## config.mk

```make
export PLATFORM = sky130hd
export DESIGN_NAME = regfile_wb_arbiter_flat
export DESIGN_NICKNAME = d
export VERILOG_FILES = /design/src/rtl/regfile_wb_arbiter_if.sv /design/src/rtl/regfile_wb_arbiter.sv /design/src/flat_wrapper.sv
export SDC_FILE = /design/constraint.sdc
export NUM_CORES = 1
export LEC_CHECK = 0
export ABC_AREA = 1
export ABC_CLOCK_PERIOD_IN_PS = 1700
export CORE_UTILIZATION = 60
export CTS_CLUSTER_SIZE = 10
export DETAILED_ROUTE_END_ITERATION = 8
export DONT_BUFFER_PORTS = 1
export GPL_TIMING_DRIVEN = 0
export PLACE_DENSITY = 0.86
export RECOVER_POWER = 25
export SLEW_MARGIN = 20
export SYNTH_ARGS = -nofsm -noshare
export SYNTH_HDL_FRONTEND = slang
export SYNTH_SLANG_ARGS = --single-unit
```

## constraint.sdc

```tcl
create_clock -name clk -period 1.7 [get_ports clk]
set_clock_uncertainty 0.2 [all_clocks]
set_input_delay 0.255 -clock clk [delete_from_list [all_inputs] [get_ports clk]]
set_output_delay 0.255 -clock clk [all_outputs]
set_load 0.01 [all_outputs]
```

## src/rtl/regfile_wb_arbiter_if.sv

```systemverilog
// Writeback bus between the two result sources and the register-file write port.
// master: the requesters (pipeline and multi-cycle unit); slave: the arbiter.
interface regfile_wb_arbiter_if #(
    parameter int DATA_W = 32,
    parameter int ADDR_W = 5
);
    logic              valid_a;
    logic [ADDR_W-1:0] waddr_a;
    logic [DATA_W-1:0] wdata_a;
    logic              ready_a;

    logic              valid_b;
    logic [ADDR_W-1:0] waddr_b;
    logic [DATA_W-1:0] wdata_b;
    logic              ready_b;

    logic              we;
    logic [ADDR_W-1:0] waddr;
    logic [DATA_W-1:0] wdata;
    logic              grant_b;

    modport master (
        output valid_a, waddr_a, wdata_a,
        output valid_b, waddr_b, wdata_b,
        input  ready_a, ready_b,
        input  we, waddr, wdata, grant_b
    );

    modport slave (
        input  valid_a, waddr_a, wdata_a,
        input  valid_b, waddr_b, wdata_b,
        output ready_a, ready_b,
        output we, waddr, wdata, grant_b
    );
endinterface

```

## src/rtl/regfile_wb_arbiter.sv

```systemverilog
// Register-file write-port arbiter: port A (pipeline) has fixed priority over port B (multi-cycle unit).
// Define WB_STARVE_GUARD_EN to build the starvation counter that forces B after STARVE_LIMIT denials.
module regfile_wb_arbiter #(
    parameter int DATA_W       = 32,
    parameter int ADDR_W       = 5,
    parameter int STARVE_LIMIT = 4,
    parameter int CNT_W        = 3
) (
    input  logic                 clk,
    input  logic                 rst,
    regfile_wb_arbiter_if.slave  bus
);

    // Index 0 is port A, index 1 is port B.
    logic [1:0]        valid_v;
    logic [1:0]        addr_nz_v;
    logic [1:0]        req_nz_v;
    logic [1:0]        ready_v;
    logic [1:0]        xfer_v;
    logic [ADDR_W-1:0] addr_v [2];
    logic [DATA_W-1:0] data_v [2];

    assign valid_v   = {bus.valid_b, bus.valid_a};
    assign addr_v[0] = bus.waddr_a;
    assign addr_v[1] = bus.waddr_b;
    assign data_v[0] = bus.wdata_a;
    assign data_v[1] = bus.wdata_b;

    genvar gi;
    generate
        for (gi = 0; gi < 2; gi++) begin : g_port
            assign addr_nz_v[gi] = (addr_v[gi] != '0);
            assign req_nz_v[gi]  = valid_v[gi] && addr_nz_v[gi];
            assign xfer_v[gi]    = valid_v[gi] && ready_v[gi];
        end
    endgenerate

    logic force_b;

`ifdef WB_STARVE_GUARD_EN
    localparam logic [CNT_W-1:0] LIMIT = CNT_W'(STARVE_LIMIT);

    logic [CNT_W-1:0] starve_cnt_reg;
    logic [CNT_W-1:0] starve_cnt_next;

    assign force_b = (starve_cnt_reg == LIMIT) && req_nz_v[1];

    always_comb begin
        starve_cnt_next = starve_cnt_reg;
        if (!bus.valid_b || xfer_v[1]) begin
            starve_cnt_next = '0;
        end else if (req_nz_v[1] && !ready_v[1] && (starve_cnt_reg < LIMIT)) begin
            starve_cnt_next = starve_cnt_reg + 1'b1;
        end
    end

    always_ff @(posedge clk) begin
        if (rst) begin
            starve_cnt_reg <= '0;
        end else begin
            starve_cnt_reg <= starve_cnt_next;
        end
    end
`else
    // Without the guard A always wins; the sizing parameters are only kept for a common port list.
    logic unused_cfg;
    assign unused_cfg = ^{STARVE_LIMIT[0], CNT_W[0]};
    assign force_b    = 1'b0;
`endif

    // Zero-address requests never occupy the write port, so they are accepted independently.
    assign ready_v[0] = !rst && !(force_b && addr_nz_v[0]);
    assign ready_v[1] = !rst && (!addr_nz_v[1] || force_b || !req_nz_v[0]);

    assign bus.ready_a = ready_v[0];
    assign bus.ready_b = ready_v[1];

    logic              we_reg,      we_next;
    logic [ADDR_W-1:0] waddr_reg,   waddr_next;
    logic [DATA_W-1:0] wdata_reg,   wdata_next;
    logic              grant_b_reg, grant_b_next;

    always_comb begin
        we_next      = 1'b0;
        waddr_next   = waddr_reg;
        wdata_next   = wdata_reg;
        grant_b_next = grant_b_reg;
        if (xfer_v[0] && addr_nz_v[0]) begin
            we_next      = 1'b1;
            waddr_next   = addr_v[0];
            wdata_next   = data_v[0];
            grant_b_next = 1'b0;
        end else if (xfer_v[1] && addr_nz_v[1]) begin
            we_next      = 1'b1;
            waddr_next   = addr_v[1];
            wdata_next   = data_v[1];
            grant_b_next = 1'b1;
        end
    end

    always_ff @(posedge clk) begin
        if (rst) begin
            we_reg      <= 1'b0;
            waddr_reg   <= '0;
            wdata_reg   <= '0;
            grant_b_reg <= 1'b0;
        end else begin
            we_reg      <= we_next;
            waddr_reg   <= waddr_next;
            wdata_reg   <= wdata_next;
            grant_b_reg <= grant_b_next;
        end
    end

    assign bus.we      = we_reg;
    assign bus.waddr   = waddr_reg;
    assign bus.wdata   = wdata_reg;
    assign bus.grant_b = grant_b_reg;

endmodule

```

## src/flat_wrapper.sv

```systemverilog
// flat-port wrapper written by rule: the top's interface ports become plain ports
module regfile_wb_arbiter_flat 
#(
    parameter int DATA_W       = 32,
    parameter int ADDR_W       = 5,
    parameter int STARVE_LIMIT = 4,
    parameter int CNT_W        = 3
)
  (clk, rst, bus_valid_a, bus_waddr_a, bus_wdata_a, bus_valid_b, bus_waddr_b, bus_wdata_b, bus_ready_a, bus_ready_b, bus_we, bus_waddr, bus_wdata, bus_grant_b);
  regfile_wb_arbiter_if #(.DATA_W(DATA_W), .ADDR_W(ADDR_W)) bus_i ();
  input  logic clk;
  input  logic rst;
  input wire logic [$bits(bus_i.valid_a)-1:0] bus_valid_a;
  input wire logic [$bits(bus_i.waddr_a)-1:0] bus_waddr_a;
  input wire logic [$bits(bus_i.wdata_a)-1:0] bus_wdata_a;
  input wire logic [$bits(bus_i.valid_b)-1:0] bus_valid_b;
  input wire logic [$bits(bus_i.waddr_b)-1:0] bus_waddr_b;
  input wire logic [$bits(bus_i.wdata_b)-1:0] bus_wdata_b;
  output wire logic [$bits(bus_i.ready_a)-1:0] bus_ready_a;
  output wire logic [$bits(bus_i.ready_b)-1:0] bus_ready_b;
  output wire logic [$bits(bus_i.we)-1:0] bus_we;
  output wire logic [$bits(bus_i.waddr)-1:0] bus_waddr;
  output wire logic [$bits(bus_i.wdata)-1:0] bus_wdata;
  output wire logic [$bits(bus_i.grant_b)-1:0] bus_grant_b;
  assign bus_i.valid_a = bus_valid_a;
  assign bus_i.waddr_a = bus_waddr_a;
  assign bus_i.wdata_a = bus_wdata_a;
  assign bus_i.valid_b = bus_valid_b;
  assign bus_i.waddr_b = bus_waddr_b;
  assign bus_i.wdata_b = bus_wdata_b;
  assign bus_ready_a = bus_i.ready_a;
  assign bus_ready_b = bus_i.ready_b;
  assign bus_we = bus_i.we;
  assign bus_waddr = bus_i.waddr;
  assign bus_wdata = bus_i.wdata;
  assign bus_grant_b = bus_i.grant_b;
  regfile_wb_arbiter #(.DATA_W(DATA_W), .ADDR_W(ADDR_W), .STARVE_LIMIT(STARVE_LIMIT), .CNT_W(CNT_W)) u_core (.clk(clk), .rst(rst), .bus(bus_i));
endmodule
```

* Yosys cells after proc, flatten, opt, wreduce, memory -nomap -nowiden *
Index checks and enable logic that the tools add are counted.

word-level totals
  register bits after elaboration = 39
  bits of input ports = 78
  output and inout bits = 41
  word-level logic and storage cells = 24

operators by class
  muxes and demuxes = 6
  reduce and logical (&&, ||, !) cells = 14

operators with widths
  cell                count
  32-bit 2-to-1 mux   2
  5-bit 2-to-1 mux    2
  5-bit nonzero test  2
  1-bit logical AND   6
  1-bit logical NOT   3
  1-bit 2-to-1 mux    2
  2-bit nonzero test  1
  2-bit OR reduction  1
  1-bit logical OR    1

* Depth between registers and ports, before layout *
  word-level depth = 9
  depth in mapped cells = 9

* Worst setup path before layout *
OpenSTA, ideal clock, no wires.

  path kind = input port to output port
  start = input bus_waddr_a[4]
  end = output bus_ready_b
  arrival = 0.977 ns
  data required time = 1.245 ns
  setup slack = 0.268 ns
  stages = 7
  path through = nor2_1 > nand3_1 > buf_2 > buf_2 > nand3_1 > nand2_1 > inv_1

between the ends
  cells in the longest elaborated chain, start to end = 5

RTL lines
  what                RTL line                  text
  from (decl)         flat_wrapper.sv:14        input wire logic [$bits(bus_i.waddr_a)-1:0] bus_waddr_a;
  5-bit nonzero test  regfile_wb_arbiter.sv:32  assign addr_nz_v[gi] = (addr_v[gi] != '0);
  1-bit logical AND   regfile_wb_arbiter.sv:33  assign req_nz_v[gi] = valid_v[gi] && addr_nz_v[gi];
  1-bit logical NOT   regfile_wb_arbiter.sv:73  assign ready_v[1] = !rst && (!addr_nz_v[1] || force_b || !req_nz_v[0]);
  1-bit logical OR    regfile_wb_arbiter.sv:73
  1-bit logical AND   regfile_wb_arbiter.sv:73
  to (decl)           flat_wrapper.sv:20        output wire logic [$bits(bus_i.ready_b)-1:0] bus_ready_b;

No other way between the ends.

* Worst setup path in the final report *
  start = input bus_wdata_b[18]
  end = register u_core.wdata_reg[18] (netlist: u_core.bus.wdata[18])

between the ends
  cells in the longest elaborated chain, start to end = 2

RTL lines
  what                  RTL line                   text
  from (decl)           flat_wrapper.sv:18         input wire logic [$bits(bus_i.wdata_b)-1:0] bus_wdata_b;
  32-bit 2-to-1 mux     regfile_wb_arbiter.sv:93   end else if (xfer_v[1] && addr_nz_v[1]) begin
  32-bit 2-to-1 mux     regfile_wb_arbiter.sv:88   if (xfer_v[0] && addr_nz_v[0]) begin
  to (signal assigned)  regfile_wb_arbiter.sv:110  wdata_reg <= wdata_next;
  to (decl)             regfile_wb_arbiter.sv:80   logic [DATA_W-1:0] wdata_reg, wdata_next;

No other way between the ends. The select of a mux whose other input is x is not followed.
A chain may end at the register's enable or synchronous reset.

==> flow_metrics.env <==
export IMPL_critical_path_required_ns=1.76
export IMPL_cts_tree="done"
export IMPL_final_cell_area_um2=2850
export IMPL_crit_buf_inv=2
export IMPL_worst_path_max_fanout=1
export IMPL_total_leakage_power_nw=1.39
export IMPL_initial_utilization_pct=63.3
export IMPL_clock_path_buffers=2
export IMPL_regToRegSetupSlack_ns=0.68
export IMPL_area_growth_synth_to_final_pct=46.1
export IMPL_grt_setup_unrepaired="true"
export IMPL_insertedDiodeCount=0
export IMPL_via_count_of_the_first_global_routing_pass=2321
export IMPL_dpl_instance_area_um2=2000
export IMPL_maximum_number_of_pins_on_one_net_before_global_route_repair=12
export IMPL_power_per_cell_area_nw_per_um2=731
export IMPL_ys_ff_latch=39
export IMPL_timing_critical_path_to="u_core.bus.wdata[18]"
export IMPL_detail_route_wirelength_um=7570
export IMPL_cp_arrival_ns=1.80
export IMPL_layout_area_seq_um2=781
export IMPL_grt_pass1_wl_um=10700
export IMPL_hold_slack_ns=-0.00588
export IMPL_largest_reg_flops=32
export IMPL_worst_r2r_startpoint="u_core.bus.waddr[2]"
export IMPL_synth_nets=385
export IMPL_timing_final_crit_share_pct=103
export IMPL_timing_setup_tns_ns=-0.0448
export IMPL_r2r_end="u_core.bus.waddr[2]"
export IMPL_cts_inserted_buffers=5
export IMPL_number_of_antenna_violations_at_the_first_check_in_global_routing=0
export IMPL_final_common_cell="nand2_1"
export IMPL_route_detailed_drc=0
export IMPL_worst_r2r_cell_count=2
export IMPL_rows=20
export IMPL_timing_critical_path_cells="dlygate4sd3_1 > nand2_1 > nand2_1 > dlygate4sd3_1 > nor2_1 > nor2_1"
export IMPL_route_met3_wl_um=949
export IMPL_final_cell_mix="nand2_1, nor2_1, dlygate4sd3_1"
export IMPL_pre_cts_ws_ns=0.101
export IMPL_met1_length_um=2690
export IMPL_mappedNetlistArea_um2=1950
export IMPL_layout_min_cycle_time_ns=1.74
export IMPL_worst_ir_drop_vdd_mv=0.581
export IMPL_layout_setup_ws_ns=-0.0448
export IMPL_vias=2579
export IMPL_synthesis_instances=307
export IMPL_max_stage_delay_ns=0.59
export IMPL_vias_per_cell=5.92
export IMPL_critical_path_depth=6
export IMPL_drt_pass1_iterations=6
export IMPL_clkTransAtPathRegs_ns=0.11
export IMPL_gp_congestion=0.729
export IMPL_tightest_slew_ns=0.472
export IMPL_post_drt_wl_per_cell_um=17.4
export IMPL_residual_overflow_from_global_routing=0
export IMPL_placed_cell_count=351
export IMPL_timing_slew_headroom_pct=68.6
export IMPL_n_fill_cell=117
export IMPL_first_iter_violations=319
export IMPL_synth_top_cell_area_share_pct=40.1
export IMPL_portBuffers=0
export IMPL_synth_top_cell_by_area="dfxtp_1"
export IMPL_report_final_slew_viol_count=0
export IMPL_synth_seq_area_share_pct=40.1
export IMPL_fin_cells=436
export IMPL_post_synth_main_area_contributors="dfxtp_1, nand2_1, nor2_1"
export IMPL_fp_dieArea_um2=3480
export IMPL_netlist_cell_type_count=15
export IMPL_worstSetupStartpoint="bus_wdata_b[18]"
export IMPL_end_kind="register"
export IMPL_timing_critical_path_from_type="primary input"
export IMPL_die_width_um=59
export IMPL_die_height_um=59
export IMPL_worst_setup_path_class="in -> reg"
export IMPL_postSynthAreaPerCell_um2=6.35
export IMPL_multi_input_comb_area_um2=1020
export IMPL_final_setup_viol_count=1
export IMPL_detailed_place_hpwl_um=3470
export IMPL_cts_sink_count=39
export IMPL_io_pin_count=119
export IMPL_htreeDepth=2
export IMPL_critical_path_slowest_stage_cell="dlygate4sd3_1"
export IMPL_final_nets=469
export IMPL_final_hold_viol_count=2
export IMPL_timing_max_cap_violations=0
export IMPL_coreArea_um2=3080
export IMPL_dr_max_layer_used="met4"
export IMPL_fmax_mhz=573
export IMPL_share_of_final_layout_standard_cells_stronger_than_drive_strength_1_pct=8.67
export IMPL_cpLargestDelayFamily="buffers and inverters"
export IMPL_failed_checks="hold timing, setup timing"
export IMPL_met2WireLength_um=3660
export IMPL_yosysWarningCount=0
export IMPL_cts_root_buf="clkbuf_4"
export IMPL_clk_insertion_delay_late_ns=0.36
export IMPL_gr_usage_all_layers_pct=42.2
export IMPL_worst_min_delay_path_category="in -> reg"
export IMPL_ant_nets=0
export IMPL_result_of_the_run="complete, but fails checks"
-- worst min-delay path by stage --
stage / from / to / slack (ns) / cells after the start
after global routing: bus_wdata_a[31] / u_core.bus.wdata[31] / 0.03 / 4
after CTS: bus_wdata_a[31] / u_core.bus.wdata[31] / 0.003 / 4
final: bus_wdata_a[27] / u_core.bus.wdata[27] / -0.006 / 4
after floorplan: bus_valid_b / u_core.bus.grant_b / 0.20 / 2
after detailed placement: bus_valid_b / u_core.bus.grant_b / 0.22 / 2
after global placement: bus_valid_b / u_core.bus.grant_b / 0.21 / 2
-- kinds of logic (layout without fill, tap and decap cells) --
group,Yosys count,in the layout,synth area share [%]
AOI/OAI and AO/OA,38,38,9.76
buffers and inverters,29,114,8.09
DFF,39,39,40.1
and+or+nand+nor,201,201,42.1
-- worst reg2reg max path: stages, from the launching register on --
cell,delay (ns)
dfxtp_1,0.38
o21ai_0,0.25
nor2_1,0.09
-- area by class of cell --
cell class,count,share of cell area [%]
multi-input combinational,239,35.9
sequential,39,27.4
timing repair buffer,77,26.6
buffer,23,5.62
tap,44,1.93
clock buffer,7,1.58
inverter,6,0.791
clock inverter,1,0.176
-- per-layer routing --
metal | track usage, % | up-vias
met5 | 0 | -
met4 | 18.7 | 0
met3 | 15.7 | 39
met2 | 71.3 | 220
met1 | 47.3 | 1174
li1 | - | 1146
-- where the power goes --
part / internal (mW) / switching [mW]
combinational: 0.258 / 0.254
clock: 0.161 / 0.312
sequential: 0.997 / 0.0994
-- Yosys cell counts, drive strengths merged --
library cell and count:
a21oi 1, buf 17, clkbuf 6, dfxtp 39
inv 6, nand2 81, nand3 40, nor2 80
o21ai 37
-- what timing repair did --
action | CTS | global route
resized for setup | 0 | 14
endpoints found under the setup margin | 0 | 26
buffers inserted | 0 | 5
hold buffers | 71 | 1
hold endpoints to repair | 38 | 1
-- stage by stage --
step                total power, mW  hold slack (ns)  util (%)
floorplan                      1.33            0.200         -
global placement               1.38            0.209      65.1
detailed placement             1.39            0.222      65.1
CTS                            1.99          0.00307      89.8
global route                   2.16           0.0289      92.5
finish                         2.08         -0.00588      92.5
No activity file was read; power rests on OpenSTA's default activity.
